**src/rtl/seq_ctrl.sv**
```systemverilog
// ---------------------------------------------------------------------------
// seq_ctrl -- multi-cycle instruction sequencer for the SISC core.
//
// Owns the program counter and instruction register. It fetches one
// instruction word at a time from instruction memory over a req/ack
// handshake, then walks the instruction through DECODE, EXECUTE, MEM and
// WRITEBACK. It drives the register-file write enable, the ALU operation
// class and the status-register update strobe. Conditional branches are
// resolved in EXECUTE against the 4-bit status flags.
//
// Ports:
//   clk         system clock, rising edge
//   rst         synchronous active-high reset
//   imem_req    fetch request, high for the whole FETCH state
//   imem_addr   fetch address (always equal to pc)
//   imem_ack    fetch data valid; only honoured in FETCH
//   imem_rdata  fetched instruction word
//   stat        status flags, sampled only in EXECUTE
//   ir          latched instruction word
//   pc          program counter (already incremented past the fetched word)
//   rf_we       register-file write enable (ALU class, WRITEBACK)
//   wb_sel      write-back mux select, tied to the ALU result (0)
//   alu_op      4'b0001 from EXECUTE through WRITEBACK for ALU class
//   stat_we     status-register update strobe (ALU class, EXECUTE)
//   halted      core stopped on HLT; only rst leaves this state
//   icount      retired-instruction counter (HLT is not counted)
// ---------------------------------------------------------------------------
module seq_ctrl #(
  parameter int PC_W = 16
) (
  input  logic            clk,
  input  logic            rst,
  output logic            imem_req,
  output logic [PC_W-1:0] imem_addr,
  input  logic            imem_ack,
  input  logic [31:0]     imem_rdata,
  input  logic [3:0]      stat,
  output logic [31:0]     ir,
  output logic [PC_W-1:0] pc,
  output logic            rf_we,
  output logic            wb_sel,
  output logic [3:0]      alu_op,
  output logic            stat_we,
  output logic            halted,
  output logic [15:0]     icount
);

  typedef enum logic [2:0] {
    S_RESET,
    S_FETCH,
    S_DECODE,
    S_EXECUTE,
    S_MEM,
    S_WRITEBACK,
    S_HALT
  } state_t;

  localparam logic [3:0] OP_ALU = 4'h1;
  localparam logic [3:0] OP_BRA = 4'h2;
  localparam logic [3:0] OP_BRR = 4'h3;
  localparam logic [3:0] OP_BNE = 4'h4;
  localparam logic [3:0] OP_HLT = 4'hF;

  localparam logic [3:0] ALU_CLASS = 4'b0001;

  state_t state;
  state_t state_next;

  logic [3:0]      opcode;
  logic [3:0]      cond_mask;
  logic            flag_hit;
  logic            take_branch;
  logic            is_alu;
  logic [PC_W-1:0] branch_target;

  // Instruction field taps; ir is stable from the fetch-ack edge until the
  // next fetch-ack, so everything decoded from it is glitch-free per state.
  assign opcode    = ir[31:28];
  assign cond_mask = ir[27:24];
  assign is_alu    = (opcode == OP_ALU);
  assign flag_hit  = |(cond_mask & stat);

  // Branch decision. Only consumed by the EXECUTE arm of the datapath
  // register, which is what confines stat sampling to that single cycle.
  always_comb begin
    take_branch = 1'b0;
    case (opcode)
      OP_BRA, OP_BRR: take_branch = flag_hit;
      OP_BNE:         take_branch = ~flag_hit;
      default:        take_branch = 1'b0;
    endcase
  end

  // BRR is relative to the already-incremented pc; the sum wraps naturally
  // at the pc width. BRA and BNE use the low bits of ir as an absolute target.
  assign branch_target = (opcode == OP_BRR) ? (pc + ir[PC_W-1:0]) : ir[PC_W-1:0];

  // The fetch address is the program counter itself, so it cannot move while
  // a request is outstanding: pc only changes on the accepting edge.
  assign imem_addr = pc;

  assign wb_sel = 1'b0;

  // State register.
  always_ff @(posedge clk) begin
    if (rst) begin
      state <= S_RESET;
    end else begin
      state <= state_next;
    end
  end

  // Next-state and output decode. Outputs depend only on the state register
  // and ir, never on imem_ack or stat, so there is no input-to-output path.
  always_comb begin
    state_next = state;
    imem_req   = 1'b0;
    rf_we      = 1'b0;
    stat_we    = 1'b0;
    alu_op     = 4'b0000;
    halted     = 1'b0;
    case (state)
      S_RESET: begin
        state_next = S_FETCH;
      end
      S_FETCH: begin
        imem_req = 1'b1;
        if (imem_ack) begin
          state_next = S_DECODE;
        end
      end
      S_DECODE: begin
        state_next = (opcode == OP_HLT) ? S_HALT : S_EXECUTE;
      end
      S_EXECUTE: begin
        stat_we    = is_alu;
        alu_op     = is_alu ? ALU_CLASS : 4'b0000;
        state_next = S_MEM;
      end
      S_MEM: begin
        alu_op     = is_alu ? ALU_CLASS : 4'b0000;
        state_next = S_WRITEBACK;
      end
      S_WRITEBACK: begin
        rf_we      = is_alu;
        alu_op     = is_alu ? ALU_CLASS : 4'b0000;
        state_next = S_FETCH;
      end
      S_HALT: begin
        halted     = 1'b1;
        state_next = S_HALT;
      end
      default: begin
        state_next = S_RESET;
      end
    endcase
  end

  // Architectural registers: pc, ir and the retired-instruction counter.
  // HLT never reaches WRITEBACK, which is why it is not counted.
  always_ff @(posedge clk) begin
    if (rst) begin
      pc     <= '0;
      ir     <= '0;
      icount <= '0;
    end else begin
      case (state)
        S_FETCH: begin
          if (imem_ack) begin
            ir <= imem_rdata;
            pc <= pc + PC_W'(1);
          end
        end
        S_EXECUTE: begin
          if (take_branch) begin
            pc <= branch_target;
          end
        end
        S_WRITEBACK: begin
          icount <= icount + 16'd1;
        end
        default: begin
        end
      endcase
    end
  end

endmodule

```
**config.mk**
```make
export PLATFORM = sky130hd
export DESIGN_NAME = seq_ctrl
export DESIGN_NICKNAME = d
export VERILOG_FILES = /design/src/rtl/seq_ctrl.sv
export SDC_FILE = /design/constraint.sdc
export NUM_CORES = 1
export LEC_CHECK = 0
export CORE_ASPECT_RATIO = 0.9
export CORE_MARGIN = 2
export CORE_UTILIZATION = 44
export CTS_BUF_LIST = sky130_fd_sc_hd__clkbuf_2
export DETAILED_ROUTE_END_ITERATION = 8
export PLACE_DENSITY = 0.79
export SLEW_MARGIN = 25
export SYNTH_ARGS = -nofsm -noshare
export SYNTH_HDL_FRONTEND = slang
export SYNTH_SLANG_ARGS = --single-unit
```
**constraint.sdc**
```tcl
create_clock -name clk -period 2.5 [get_ports clk]
set_input_delay 0.25 -clock clk [delete_from_list [all_inputs] [get_ports clk]]
set_output_delay 0.25 -clock clk [all_outputs]
set_load 0.01 [all_outputs]
```
==> results of run 1 <==
state kept, by name, indices dropped and copies added (netlist names):
register,cells
ir,32
icount,16
state,3
imem_addr,16
critical path: cells and delay by family (launching register included):
family / cells / cell delay (ns)
buf+inv: 1 / 0.17
flops: 1 / 0.37
compound gates: 6 / 1.42
fa+ha+maj: 1 / 0.31
report_power, final:
group          switching [mW]  internal (mW)  leakage (nW)  total [mW]
clock network           0.428          0.430        0.0935       0.858
logic                   0.197          0.198          1.46       0.395
registers              0.0348           1.10         0.544        1.14
total                   0.660           1.73          2.10        2.39
layout make-up:
| class | count | share of cell area, % |
|---|---|---|
| inverter | 9 | 0.601 |
| multi-input combinational | 418 | 43.7 |
| tap | 122 | 2.72 |
| clock buffer | 9 | 0.802 |
| timing repair buffer | 156 | 26.2 |
| clock inverter | 7 | 2.07 |
| sequential | 67 | 23.9 |
Yosys cell counts, drive strengths merged, types with 6 or more instances:
cell,n
nor3,12
nand3,16
nand2,103
nor2b,6
dfxtp,67
xnor2,13
buf,25
a31oi,6
a21oi,69
xor2,15
nor2,38
nand4,8
a21o,9
ha,17
and3,7
clkbuf,24
inv,9
o21ai,21
cells by family (layout without fill, tap and decap cells):
family / Yosys count / count (layout)
and+or+nand+nor: 221 / 221
AOI/OAI and AO/OA: 143 / 143
DFF: 67 / 67
buffers and inverters: 58 / 181
xor gates and xnor gates: 28 / 28
adders and majority gates: 18 / 18
muxes: 4 / 4
other: 1 / 4
routing by layer:
layer	track usage [%]	vias to the layer above	share of wire (%)
met4	9.00	0	1.5
li1	-	2120	-
met1	30.6	1984	45
met2	38.2	183	45
met3	6.70	17	9.0
met5	0	-	0
what timing repair did:
| action | 4_1_cts | 5_1_grt |
|---|---|---|
| pin swaps | 0 | 1 |
| resized for setup | 5 | 2 |
| endpoints found under the setup margin | 3 | 2 |
| buffers inserted | 0 | 1 |
final timing paths:
path / cells past startpoint / endpoint / start
worst min register to register: 2 / ir[16] / ir[16]
worst min-delay path: 2 / ir[6] / rst
worst max-delay path: 8 / imem_addr[15] / imem_addr[1]
worst max register to register: 8 / imem_addr[15] / imem_addr[1]
metrics by stage:
step	cells	hold WS [ns]	cell area, sq um	worst slack [ns]
global placement	771	0.443	5440	0.126
CTS	787	0.0126	5600	0.0267
detailed placement	771	0.448	5440	0.0464
finish	788	0.0306	5620	0.123
floorplan	543	0.386	4090	0.104
global route	788	0.0156	5620	0.0286
==> flow_summary.ini, run 1 <==
[pwr]
p_per_area_nw_per_um2 = 426
ir_drop_uv = 334
p_leak_nw = 2.10
p_total_mw = 2.39

[grt]
grt_max_degree = 39
overflow = 0
grt_pass1_wl_mm = 19.1
antenna_found_initial = 0
first_global_vias = 3965
grt_usage_pct = 23.8

[critical_path]
cp.required_ns = 2.91
cp-end-kind = register
crit_chain = buf_4 -> ha_1 -> a211oi_1 -> o21bai_1 -> a31oi_1 -> o21ai_0 -> a2111oi_0 -> o32ai_1
worst_ep_arrival_time_ns = 2.79
slowest_stage = a2111oi_0
r2r_slack_ns = 0.12
cpPeakStageDelay_ns = 0.41
critPathLaunchType = register
crit_fanout = 7
worstSetupPathType = register to register

[yosys]
yosysTopAreaCell = dfxtp_1
yosys.area_share.simple_pct = 25.1
yosys.cell_types.count = 61
yosys-top-cells-area = dfxtp_1, nand2_1, a21oi_1, ha_1, buf_4
ys_async_sr_fraction_pct = 0
synth_edf_count = 0
synth_top_family_by_area = simple AND/OR/NAND/NOR gates
synth_area_sq_um = 4080
ys_seq_area_share_pct = 32.9
synth_warnings = 0
ys_dominant_reg_cell = dfxtp_1
synth.area.mux_share_pct = 1.01
synthCells = 540
ys_ff_latch = 67
synthXorXnorAreaFrac_pct = 6.02
yosys.area_share.adder_pct = 5.71
synth_compound_area_share_pct = 21.5
synth_top_area_share_pct = 32.9
syn_avg_cell_area_sq_um = 7.55

[clock_tree]
clock-root-buffer = clkbuf_2
cts_hold_buf = 0
cts_buffers = 9
clk_latency_ns = 0.53
cts.sink_count = 67
cts_max_level = 3
clk_pin_slew_ns = 0.22
cts.path.max_buffers = 2
cts_tree = built

[cells_and_area]
multi_input_area_sq_um = 2450
layout_common_cells = clkdlybuf4s50_1, nand2_1, a21oi_1
nNetsFinal = 718
syn2layout_area_growth_pct = 37.9
n_fill_cell = 782
layout_commonest_cell = clkdlybuf4s50_1
n_antenna_cell = 0
fin_util_pct = 62.1
seqCellArea_sq_um = 1350
drive_gt1_share_pct = 8.86

[timing]
fin_skew_ns = 0.0253
slew_violations = 0
fin_crit_sh_pct = 95.1
tns_ns = 0
maxSlewHeadroom_pct = 60.9
fmax_mhz = 421
worst_slew_pin_slew_ns = 0.581
hold_viol_final = 0
rsz0062_at_grt = no
fin_crit_ns = 2.38
setup_violations = 0

[job]
drv_cap = 0

[detailed_routing]
viasPerCell = 5.46
ant_nets = 0
drt-initial-drc-count = 262
via_count = 4304
drcViolationCount = 0
wirelength_mm = 12.1
wl_per_cell_microns = 15.4
first_pass_iters = 5

[die]
die_area_sq_um = 10000
design.portCount = 128
core_sq_um = 9040
rows = 33
start_util_pct = 45.1
die_w_microns = 105
fp.dieH_microns = 95.3

[run_status]
status = complete, no violations

[hold_path]
hold_path_class = input port to register

[placed_design]
place_hpwl_mm = 8.97
port_buffers = 123
place_congestion = 0.882
Power figures use the tool's default switching activity.
==> inputs of run 2 (changes only) <==
- SLEW_MARGIN: 25 -> 40
==> results of run 2 <==
Same layout as run 1: the final DEF is identical, and so are final timing and power.
